===== src/rtl/mem_wb_stage.sv =====
// -----------------------------------------------------------------------------
// mem_wb_stage
//
// MEM stage of a 64-bit in-order pipeline together with the MEM/WB pipeline
// register. Aligned loads and stores are sent to a memory port that
// handshakes with an acknowledge. While the memory is busy, a stall freezes
// the upstream stages. A wait counter aborts an access that is never
// acknowledged. Misaligned accesses are dropped and reported through a
// sticky error flag.
//
// Ports
//   clk, reset          : rising-edge clock, asynchronous active-low reset
//   EXMEM_*             : EX/MEM pipeline register contents (inputs)
//   mem_req/we/addr/wdata, mem_rdata/ack : memory request/response port
//   stall               : holds PC, IF/ID, ID/EX and EX/MEM when high
//   PCSrc, branch_target: taken-branch redirect to fetch
//   mem_err             : sticky; misaligned access or access timeout
//   MEMWB_*             : MEM/WB pipeline register contents (outputs)
// -----------------------------------------------------------------------------
module mem_wb_stage (
   input  logic        clk,
   input  logic        reset,
   // EX/MEM register
   input  logic [63:0] EXMEM_Result,
   input  logic [63:0] EXMEM_ReadData2,
   input  logic [63:0] EXMEM_out,
   input  logic [4:0]  EXMEM_inst2,
   input  logic        EXMEM_ZERO,
   input  logic        EXMEM_Branch,
   input  logic        EXMEM_MemRead,
   input  logic        EXMEM_MemWrite,
   input  logic        EXMEM_MemtoReg,
   input  logic        EXMEM_Regwrite,
   // memory port
   output logic        mem_req,
   output logic        mem_we,
   output logic [63:0] mem_addr,
   output logic [63:0] mem_wdata,
   input  logic [63:0] mem_rdata,
   input  logic        mem_ack,
   // pipeline control
   output logic        stall,
   output logic        PCSrc,
   output logic [63:0] branch_target,
   output logic        mem_err,
   // MEM/WB register
   output logic [63:0] MEMWB_ReadData,
   output logic [63:0] MEMWB_Result,
   output logic [4:0]  MEMWB_inst2,
   output logic        MEMWB_MemtoReg,
   output logic        MEMWB_Regwrite
);

   typedef enum logic {
      S_IDLE = 1'b0,
      S_WAIT = 1'b1
   } state_t;

   state_t      state_q, state_d;
   logic [3:0]  wcnt_q, wcnt_d;

   // Access parameters captured on entry to WAIT, so upstream changes are
   // irrelevant while the access is outstanding.
   logic [63:0] addr_q, addr_d;
   logic [63:0] wdata_q, wdata_d;
   logic        we_q, we_d;
   logic [4:0]  rd_q, rd_d;
   logic        m2r_q, m2r_d;
   logic        rw_q, rw_d;

   logic        err_q, err_d;

   logic [63:0] mwb_rdata_q, mwb_rdata_d;
   logic [63:0] mwb_result_q, mwb_result_d;
   logic [4:0]  mwb_rd_q, mwb_rd_d;
   logic        mwb_m2r_q, mwb_m2r_d;
   logic        mwb_rw_q, mwb_rw_d;

   logic        mem_op;
   logic        aligned;
   logic        pending;
   logic        misalign;
   logic        timeout;
   logic        bubble;

   // Access classification
   always_comb begin
      mem_op   = EXMEM_MemRead | EXMEM_MemWrite;
      aligned  = (EXMEM_Result[2:0] == 3'b000);
      pending  = (state_q == S_IDLE) & mem_op & aligned;
      misalign = (state_q == S_IDLE) & mem_op & ~aligned;
      // The 16th unacknowledged WAIT cycle is the one seen with the counter at 15.
      timeout  = (state_q == S_WAIT) & ~mem_ack & (wcnt_q == 4'hF);
      stall    = pending | ((state_q == S_WAIT) & ~mem_ack & ~timeout);
   end

   // A branch is only taken once the stage is free to advance.
   always_comb begin
      PCSrc         = EXMEM_Branch & EXMEM_ZERO & ~stall;
      branch_target = EXMEM_out;
   end

   // Next-state, memory port and MEM/WB next values
   always_comb begin
      state_d      = state_q;
      wcnt_d       = wcnt_q;
      addr_d       = addr_q;
      wdata_d      = wdata_q;
      we_d         = we_q;
      rd_d         = rd_q;
      m2r_d        = m2r_q;
      rw_d         = rw_q;
      err_d        = err_q;
      mwb_rdata_d  = mwb_rdata_q;
      mwb_result_d = mwb_result_q;
      mwb_rd_d     = mwb_rd_q;
      mwb_m2r_d    = mwb_m2r_q;
      mwb_rw_d     = mwb_rw_q;
      mem_req      = 1'b0;
      mem_we       = 1'b0;
      bubble       = 1'b0;

      case (state_q)
         S_IDLE: begin
            if (pending) begin
               state_d = S_WAIT;
               wcnt_d  = 4'd0;
               addr_d  = EXMEM_Result;
               wdata_d = EXMEM_ReadData2;
               // Write wins when both read and write are flagged.
               we_d    = EXMEM_MemWrite;
               rd_d    = EXMEM_inst2;
               m2r_d   = EXMEM_MemtoReg;
               rw_d    = EXMEM_Regwrite;
               bubble  = 1'b1;
            end else if (misalign) begin
               err_d  = 1'b1;
               bubble = 1'b1;
            end else begin
               mwb_result_d = EXMEM_Result;
               mwb_rd_d     = EXMEM_inst2;
               mwb_m2r_d    = EXMEM_MemtoReg;
               mwb_rw_d     = EXMEM_Regwrite & (EXMEM_inst2 != 5'd0);
            end
         end
         S_WAIT: begin
            mem_req = 1'b1;
            mem_we  = we_q;
            if (mem_ack) begin
               state_d = S_IDLE;
               if (!we_q) begin
                  mwb_rdata_d = mem_rdata;
               end
               mwb_result_d = addr_q;
               mwb_rd_d     = rd_q;
               mwb_m2r_d    = m2r_q;
               mwb_rw_d     = rw_q & (rd_q != 5'd0);
            end else if (timeout) begin
               state_d = S_IDLE;
               err_d   = 1'b1;
               bubble  = 1'b1;
            end else begin
               wcnt_d = wcnt_q + 4'd1;
               bubble = 1'b1;
            end
         end
         default: begin
            state_d = S_IDLE;
         end
      endcase

      if (bubble) begin
         mwb_rdata_d  = 64'd0;
         mwb_result_d = 64'd0;
         mwb_rd_d     = 5'd0;
         mwb_m2r_d    = 1'b0;
         mwb_rw_d     = 1'b0;
      end
   end

   // State, latches and MEM/WB register
   always_ff @(posedge clk or negedge reset) begin
      if (!reset) begin
         state_q      <= S_IDLE;
         wcnt_q       <= 4'd0;
         addr_q       <= 64'd0;
         wdata_q      <= 64'd0;
         we_q         <= 1'b0;
         rd_q         <= 5'd0;
         m2r_q        <= 1'b0;
         rw_q         <= 1'b0;
         err_q        <= 1'b0;
         mwb_rdata_q  <= 64'd0;
         mwb_result_q <= 64'd0;
         mwb_rd_q     <= 5'd0;
         mwb_m2r_q    <= 1'b0;
         mwb_rw_q     <= 1'b0;
      end else begin
         state_q      <= state_d;
         wcnt_q       <= wcnt_d;
         addr_q       <= addr_d;
         wdata_q      <= wdata_d;
         we_q         <= we_d;
         rd_q         <= rd_d;
         m2r_q        <= m2r_d;
         rw_q         <= rw_d;
         err_q        <= err_d;
         mwb_rdata_q  <= mwb_rdata_d;
         mwb_result_q <= mwb_result_d;
         mwb_rd_q     <= mwb_rd_d;
         mwb_m2r_q    <= mwb_m2r_d;
         mwb_rw_q     <= mwb_rw_d;
      end
   end

   always_comb begin
      mem_addr       = addr_q;
      mem_wdata      = wdata_q;
      mem_err        = err_q;
      MEMWB_ReadData = mwb_rdata_q;
      MEMWB_Result   = mwb_result_q;
      MEMWB_inst2    = mwb_rd_q;
      MEMWB_MemtoReg = mwb_m2r_q;
      MEMWB_Regwrite = mwb_rw_q;
   end

endmodule


===== config.mk =====
export PLATFORM = sky130hd
export DESIGN_NAME = mem_wb_stage
export DESIGN_NICKNAME = d
export VERILOG_FILES = /design/src/rtl/mem_wb_stage.sv
export SDC_FILE = /design/constraint.sdc
export NUM_CORES = 1
export LEC_CHECK = 0
export CAP_MARGIN = 20
export CELL_PAD_IN_SITES_DETAIL_PLACEMENT = 1
export CELL_PAD_IN_SITES_GLOBAL_PLACEMENT = 1
export CORE_AREA = 2 2 234 236
export DETAILED_ROUTE_END_ITERATION = 8
export DIE_AREA = 0 0 236 238
export DONT_BUFFER_PORTS = 1
export HOLD_SLACK_MARGIN = 0.05
export PLACE_DENSITY = 0.55
export SETUP_SLACK_MARGIN = 0.1
export SKIP_LAST_GASP = 1
export SLEW_MARGIN = 25
export SYNTH_ARGS = -nofsm -noshare
export SYNTH_HDL_FRONTEND = slang
export SYNTH_SLANG_ARGS = --single-unit

===== constraint.sdc =====
create_clock -name clk -period 2.2 [get_ports clk]
set_input_delay 0.44 -clock clk [delete_from_list [all_inputs] [get_ports clk]]
set_output_delay 0.44 -clock clk [all_outputs]
set_load 0.01 [all_outputs]

==> results.md <==
- Placeable Area: around 53,000 sq um
- Mapped Nets: 1,174
- Register area: around 6900 sq um
- Post-DRT Antenna Nets: 0
- Relative slew margins: 44.9%
- Seq cells post-synth: ~280
- Hold WS: -436 ps
- Routed vias: about 7,400
- Final count of negative-setup-slack endpoints: 0
- Slowest stage cell, crit path: dfrtp_4
- Leading cell type in the layout, fill and taps excluded: dfrtp_1
- Crit-path max FO: 4
- Final hold vios: between 200 and 300
- Die W: 236 um
- Final Net Count: 1,316
- Fin Setup TNS: 0 ps
- Worst skew pair latency: 580 ps
- Met1 Wirelength: 13,400 um
- Register area share after synthesis: 58.5%
- Met3 wire length: between 3000 and 4000 um
- Outcome: finished with violations
- Leakage power: about 6.5 nW
- Final worst path period share: 94.4%
- Unique masters post-synth: 31
- Cells after Synth: 903
- Critical path's largest stage delay: between 400 and 500 ps
- Area of the die: 56,200 sq um
- Startpoint types: register
- Fin util: 28.3%
- Setup crit end kind: output pin
- Clock skew: between 10 and 15 ps
- Max Clk Rate: 481 MHz
- Maximum vdd drop: 0.530 mV
- Synthesized area: around 12,000 sq um
- Synth warn: 0
- Clock Sinks: 277
- DR DRC count: 0
- Remaining global-route overflow: 0
- CP cell instances: o21bai_4 -> o22ai_4 -> buf_6 -> nor2_4
- Clk buf depth: 3
- Fin crit period: 2080 ps
- Antenna cell count: 0
- Synth Area per Inst: between 10 and 15 sq um
- Area Growth Syn to Fin: 27.7%
- Slew @ Worst Pin: 825 ps
- Share of layout cells above drive strength 1: 20.6%
- Vias per std cell: about 4.2
- H-tree Lvls: 1
- Top Ports: 602
- # rows: 85
- Slew Limit Fails: 0
- Placed cells: 1,506
- Avg WL per Cell: just under 20 um
- Routed wl met2: 17,300 um
- Power Density: 923 nW/um^2
- Max-cap violations: 0
- Violated checks: hold timing
- GRT Total Usage: 12.1%
- Final cell count without fillers: about 1,800
- Detailed Route WL: 35,000 um
- Vias in the first global route: about 8,600
- TritonCTS clock tree: done
- WP data required: around 1800 ps
- RSZ-0062 raised after global routing: true
- Drt pass-1 iters: 4
- IO buf count: 0
- Clock slew at reported path FFs: 60 ps
- Commonest non-fill, non-tap cells in the layout: dfrtp_1 (276), dlygate4sd3_1 (196), nand2_1 (130)
- GPL Wtd Cong: between 0.7 and 0.8
- Initial core utilization: 22.2%
- Filler instances: 5,808
- Root buffer cell: clkbuf_16
- Die height: between 200 and 250 um
- First-pass GRT wire length: ~53,000 um
- WP data arrival: 1640 ps
- Critical path class: reg2out
- Largest net degree at the start of global routing: approximately 280
- Dpl hpwl: 22,400 um
- Worst hold path class: in2async
- Area of the multi-input gates: slightly above 4000 sq um
- Top Layer Used: met4
- CTS buffer count: 31
- Initial antenna violation count: 1
- CTS hold repair buffers: slightly below 200
- 1st-iter DRT viols: around 260
[sequential cells by signal, summed over array words and instances, names as in the netlist]
signal,count
we_q,1
MEMWB_Regwrite,1
m2r_q,1
mem_wdata,64
mem_addr,64
MEMWB_inst2,5
wcnt_q,4
MEMWB_ReadData,64
MEMWB_MemtoReg,1
MEMWB_Result,64
mem_err,1
state_q,1
rd_q,5
rw_q,1
[layer usage]
| metal | track usage, % | vias to the layer above |
|---|---|---|
| li1 | - | 3225 |
| met1 | 13.6 | 3718 |
| met2 | 20.9 | 360 |
| met3 | 4.81 | 61 |
| met4 | 3.80 | 0 |
| met5 | 0 | - |
[cell type report]
cell class                 instances  share of cell area (%)
sequential                       277                    45.8
multi-input combinational        507                    26.8
timing repair buffer             225                    15.0
clock buffer                      48                    6.01
tap                              696                    5.75
clock inverter                     7                   0.587
inverter                           3                  0.0744
[worst max-delay path, delay by kind of cell (launching register included)]
kind                   cells  cell delay [ps]
flip-flops                 1              490
AO/OA/AOI/OAI              2              350
buffers and inverters      1              160
AND/OR/NAND/NOR            1               50
[power by group]
| part | switching [mW] | internal (mW) | total [mW] | leakage [nW] |
|---|---|---|---|---|
| combinational | 0.668 | 1.25 | 1.92 | 2.43 |
| sequential | 1.07 | 5.84 | 6.91 | 3.54 |
| clock | 2.11 | 3.05 | 5.15 | 0.493 |
| total | 3.84 | 10.1 | 14.0 | 6.46 |
[path summary, 6_finish.rpt]
check	startpoint	end	slack (ps)	depth (start not counted)
setup / recovery	state_q	PCSrc	120	4
hold / removal	reset	MEMWB_ReadData[57]	-440	0
setup reg to reg	state_q	MEMWB_Result[1]	200	4
hold reg to reg	m2r_q	m2r_q	510	1
max in group asynchronous	reset	state_q	2230	0
min in group clk	mem_rdata[55]	MEMWB_ReadData[55]	80	2
[synth_stat cells, drive strengths merged]
master | n | area share (%)
o21bai | 1 | 0.095
inv | 3 | 0.095
nand2 | 130 | 4.1
dfrtp | 277 | 58
nor2b | 7 | 0.37
nor3 | 3 | 0.13
nor2 | 72 | 2.3
clkbuf | 10 | 0.32
nand2b | 3 | 0.16
mux2i | 71 | 6.0
mux2 | 133 | 16
a21oi | 67 | 2.9
nand3 | 4 | 0.17
o21ai | 5 | 0.21
or3 | 1 | 0.095
o211ai | 1 | 0.063
o22ai | 3 | 0.16
or4 | 2 | 0.13
buf | 106 | 7.5
and2 | 1 | 0.053
o2bb2ai | 1 | 0.074
and3 | 1 | 0.053
ha | 1 | 0.11
[kinds of logic after synthesis]
kind of cell	Yosys count	synth area share, %
mux	204	22.4
compound gates	78	3.46
simple gates	224	7.61
flops	277	58.5
buf+inv	119	7.92
fa+ha+maj	1	0.106
[repair_timing]
action / in CTS / in global routing
endpoints found under the hold margin: 538 / 277
setup endpoints to repair: 2 / 22
buffers inserted: 5 / 1
pin swaps: 2 / 4
gates resized for setup: 9 / 3
[metrics by stage]
stage	power (mW)	instance area, sq um	hold WS [ps]	setup WS (ps)
after floorplan	8.15	11900	144	445
after global placement	8.48	12100	150	215
after detailed placement	8.55	12100	151	203
after CTS	14.2	15100	-489	41.8
after global routing	14.6	15100	-475	40.2
final	14.0	15100	-436	122
No activity file was read; power rests on OpenSTA's default activity.
